===== config.mk =====
export PLATFORM = sky130hd
export DESIGN_NAME = sram_port_adapter
export DESIGN_NICKNAME = d
export VERILOG_FILES = /design/src/rtl/sram_port_adapter.sv
export SDC_FILE = /design/constraint.sdc
export NUM_CORES = 1
export LEC_CHECK = 0
export CORE_UTILIZATION = 44
export CTS_BUF_LIST = sky130_fd_sc_hd__clkbuf_8
export DETAILED_ROUTE_END_ITERATION = 10
export PLACE_DENSITY = 0.87
export SYNTH_ARGS = -nofsm -noshare
export SYNTH_HDL_FRONTEND = slang
export SYNTH_SLANG_ARGS = --single-unit

===== constraint.sdc =====
create_clock -name clk -period 8.9 [get_ports clk]
set_clock_uncertainty 0.2 [all_clocks]
set_input_delay 2.225 -clock clk [delete_from_list [all_inputs] [get_ports clk]]
set_output_delay 2.225 -clock clk [all_outputs]
set_load 0.005 [all_outputs]

===== src/rtl/sram_port_adapter.sv =====
// sram_port_adapter
//
// Adapts a valid/ready request/response port onto a simple synchronous
// SRAM with separate read and write ports. Each accepted request is issued
// to the SRAM in the same cycle, sits in a one-entry in-flight register
// while the SRAM produces its read data, and is then pushed into a 2-entry
// response FIFO. Responses leave in request order.
//
// Handshake: a transfer happens on a rising edge where valid && ready are
// both 1. A sender may change its payload only after such a transfer;
// ready may depend combinationally on the receiver's own state and, for
// req_rdy, on resp_rdy (the only combinational path between the ports).
//
// Ports
//   clk                 clock, rising edge
//   reset               synchronous, active-low
//   req_val/req_rdy     request handshake
//   req_type            0 = read, 1 = write
//   req_addr            word address
//   req_data            write data
//   req_byte_en         write byte enables
//   resp_val/resp_rdy   response handshake
//   resp_type           type of the originating request
//   resp_data           read data (zero for writes)
//   sram_read_*         SRAM read port (data returns one cycle after enable)
//   sram_write_*        SRAM write port

module sram_port_adapter #(
  parameter int p_data_nbits  = 32,
  parameter int p_num_entries = 256,
  localparam int c_addr_nbits  = $clog2(p_num_entries),
  localparam int c_data_nbytes = (p_data_nbits + 7) / 8
) (
  input  logic                     clk,
  input  logic                     reset,

  input  logic                     req_val,
  output logic                     req_rdy,
  input  logic                     req_type,
  input  logic [c_addr_nbits-1:0]  req_addr,
  input  logic [p_data_nbits-1:0]  req_data,
  input  logic [c_data_nbytes-1:0] req_byte_en,

  output logic                     resp_val,
  input  logic                     resp_rdy,
  output logic                     resp_type,
  output logic [p_data_nbits-1:0]  resp_data,

  output logic                     sram_read_en,
  output logic [c_addr_nbits-1:0]  sram_read_addr,
  input  logic [p_data_nbits-1:0]  sram_read_data,

  output logic                     sram_write_en,
  output logic [c_data_nbytes-1:0] sram_write_byte_en,
  output logic [c_addr_nbits-1:0]  sram_write_addr,
  output logic [p_data_nbits-1:0]  sram_write_data
);

  // In-flight register: the request issued to the SRAM last cycle.
  logic inflight_val;
  logic inflight_type;

  // 2-entry response FIFO.
  logic                    q_type [2];
  logic [p_data_nbits-1:0] q_data [2];
  logic                    wr_ptr;
  logic                    rd_ptr;
  logic [1:0]              q_count;

  logic       req_fire;
  logic       resp_fire;
  logic [2:0] occupancy_next;

  assign req_fire  = req_val && req_rdy;
  assign resp_fire = resp_val && resp_rdy;

  // Slots still claimed after this cycle's dequeue. resp_fire implies
  // q_count >= 1, so the subtraction cannot underflow.
  assign occupancy_next = {1'b0, q_count} + {2'b00, inflight_val}
                        - {2'b00, resp_fire};

  // Accepting only when a slot is guaranteed keeps
  // q_count + inflight_val <= 2, so the FIFO never overflows.
  assign req_rdy = reset && (occupancy_next < 3'd2);

  assign resp_val  = reset && (q_count != 2'd0);
  assign resp_type = q_type[rd_ptr];
  assign resp_data = q_data[rd_ptr];

  assign sram_read_en       = req_fire && !req_type;
  assign sram_write_en      = req_fire && req_type;
  assign sram_read_addr     = req_addr;
  assign sram_write_addr    = req_addr;
  assign sram_write_data    = req_data;
  assign sram_write_byte_en = req_byte_en;

  // Control state: cleared by reset, which also drops any in-flight or
  // queued responses.
  always_ff @(posedge clk) begin
    if (!reset) begin
      inflight_val <= 1'b0;
      q_count      <= 2'd0;
      wr_ptr       <= 1'b0;
      rd_ptr       <= 1'b0;
    end else begin
      inflight_val <= req_fire;
      if (inflight_val) wr_ptr <= ~wr_ptr;
      if (resp_fire)    rd_ptr <= ~rd_ptr;
      case ({inflight_val, resp_fire})
        2'b10:   q_count <= q_count + 2'd1;
        2'b01:   q_count <= q_count - 2'd1;
        default: q_count <= q_count;
      endcase
    end
  end

  // Datapath registers need no reset; they are only observed when the
  // matching valid bits are set.
  always_ff @(posedge clk) begin
    if (req_fire) inflight_type <= req_type;
    if (inflight_val) begin
      q_type[wr_ptr] <= inflight_type;
      // SRAM read data is valid in the in-flight cycle; writes return zero.
      q_data[wr_ptr] <= inflight_type ? '0 : sram_read_data;
    end
  end

endmodule

==> metrics.csv <==
metric,value,unit
period_share,83.73,%
arrival,5.03,ns
yosysSeqAreaShare,63.92,%
layout_commonest_cell,clkdlybuf4s50_1,
peakVddDrop,0.09949,mV
synthCells,225,
grt_pass1_wl,8942,um
endpoint_kind,output pin,
overflow,0,
wl_per_cell,17.56,um
clk_pin_slew_worst_paths,0.08,ns
worstPathMaxFanout,9,
nNetsFinal,335,
finalHoldViolCount,0,
netlist_area,0.003336,sq mm
hold_path.class,flop to flop,
htree_levels,3,
final_util,54.89,%
io_pins,170,
clock_sinks,73,
grt_max_degree,35,
ff2ff_path_depth,7,
area_growth,19.99,%
clkLatencyLatePin,0.34,ns
finalSetupViolCount,0,
final_cell_mix,"clkdlybuf4s50_1, edfxtp_1, nor2b_1",
r2r-end,inflight_type,
die_w,89.07,um
cap_violations,0,
leakagePower,0.001336,uW
cts_tree,yes,
track_usage,16.06,%
cts_hold_buf,0,
worstSetupPathType,primary input to output pin,
grt_antenna_before_repair,0,
num_antenna_cells,0,
num_rows,31,
root_buffer,clkbuf_8,
critPathLaunchType,primary input,
synth-seq-cells,73,
ant_nets,0,
status,completed,
cts_resized,0,
die-area,0.007933,sq mm
clock.fmax,0.1342,GHz
start_util,45.74,%
post-route-min-period,7.452,ns
grt_pass1_vias,1678,
drive_gt1_share,20.39,%
worst_pin_slew,1.007,ns
min-delay-start,rd_ptr,
ys_types,20,
syn_nets,309,
port_buffers,73,
drc,0,
drt-pass1-iter-count,4,
crit_required,6.48,ns
routed_wl,6215,um
cts_buffers,9,
min_path_cells,2,
gp_congestion,0.7585,
die_h,89.07,um
cts_max_path_buffers,2,
core,0.007292,sq mm
syn_avg_cell_area,14.83,sq um
post_cts_buffers,0,
r2r-start,q_count[1],
relSlewSlack,32.69,%
ys.warnings.count,0,
r2r_slack,6.39,ns
drtIter0Drc,65,
num_vias,1689,
rsz0062_at_grt,false,
report.final.slew_viol_count,0,
place.detailed.hpwl,4254,um
power_density,256.0,mW/mm^2
fin_setup_tns,0,ns
viasPerCell,4.771,
## final cells by class
type	instances	area (sq um)
Fill cell	616	3289
Multi-Input combinational cell	91	783.3
Timing Repair Buffer	74	738.2
Clock buffer	9	123.9
Inverter	2	7.507
Clock inverter	6	92.59
Sequential cell	73	2133
Tap cell	99	123.9
## sequential cells by signal (all words and copies together) (netlist names), named ones only
signal,cells
q_type,2
wr_ptr,1
inflight_val,1
rd_ptr,1
inflight_type,1
q_data,64
q_count,2
## critical path, stage by stage
cell and delay [ns]:
clkdlybuf4s50_1 0.60, o21a_1 0.18, and2_1 0.15, ha_1 0.23
nand2b_1 0.15, fa_1 0.37, xnor2_1 0.20, and4_1 0.27
nor2b_1 0.14, clkdlybuf4s50_1 0.50
## per-stage QoR
stage / power [uW] / hold slack [ns] / area [sq um] / setup WS [ns] / cells
6_report: 1025 / 0.3779 / 4003 / 1.448 / 354
4_1_cts: 1040 / 0.3917 / 4003 / 1.452 / 354
5_1_grt: 1082 / 0.4081 / 4003 / 1.253 / 354
3_3_place_gp: 746.9 / 0.3479 / 3786 / 1.545 / 339
2_1_floorplan: 621.4 / 0.3277 / 3336 / 2.649 / 225
3_5_place_dp: 756.0 / 0.3594 / 3786 / 1.461 / 339
## report_power, final
part / internal (uW) / switching (uW) / leakage [uW]
Sequential: 437 / 33.1 / 0.000674
Combinational: 177 / 95.9 / 0.000561
Clock: 158 / 124 / 0.000102
Total: 772 / 253 / 0.00134
## layer usage
metal / up-vias / GRT usage, % / share of wire, %
met4: 0 / 10.39 / 3.3
met3: 22 / 5.817 / 9.7
met1: 795 / 16.47 / 34
met5: - / 0 / 0
met2: 87 / 27.83 / 53
li1: 785 / - / -
## how the worst max path moves through the flow
stage,startpoint,endpoint,slack [ns],depth (start not counted)
final,reset,sram_read_en,1.45,10
after global routing,reset,sram_read_en,1.25,10
after CTS,reset,sram_read_en,1.45,10
after detailed placement,reset,sram_read_en,1.46,10
after global placement,reset,sram_read_en,1.55,10
after floorplan,reset,sram_read_en,2.65,8
## Yosys cell counts (all sizes together)
| cell type | instances | area (sq um) |
|---|---|---|
| edfxtp | 67 | 2012 |
| buf | 56 | 410.4 |
| nor2b | 34 | 212.7 |
| mux2 | 33 | 371.6 |
| and2 | 6 | 37.54 |
| dfxtp | 6 | 120.1 |
| xnor2 | 4 | 35.03 |
| clkbuf | 3 | 11.26 |
| and4 | 2 | 17.52 |
| ha | 2 | 25.02 |
| inv | 2 | 7.510 |
| o21a | 2 | 15.01 |
| o21ai | 2 | 10.01 |
| a21boi | 1 | 7.510 |
| and3 | 1 | 6.260 |
| fa | 1 | 20.02 |
| nand2b | 1 | 6.260 |
| nor2 | 1 | 3.750 |
| or3 | 1 | 6.260 |
## cells by family after synthesis
| kind of cell | count (synthesis) | share of synthesized area (%) |
|---|---|---|
| DFF | 73 | 63.92 |
| adders and majority gates | 3 | 1.350 |
| muxes | 33 | 11.14 |
| xor gates and xnor gates | 4 | 1.050 |
| and+or+nand+nor | 46 | 8.703 |
| buffers and inverters | 61 | 12.87 |
| AOI/OAI and AO/OA | 5 | 0.9752 |
Power figures use the tool's default switching activity.
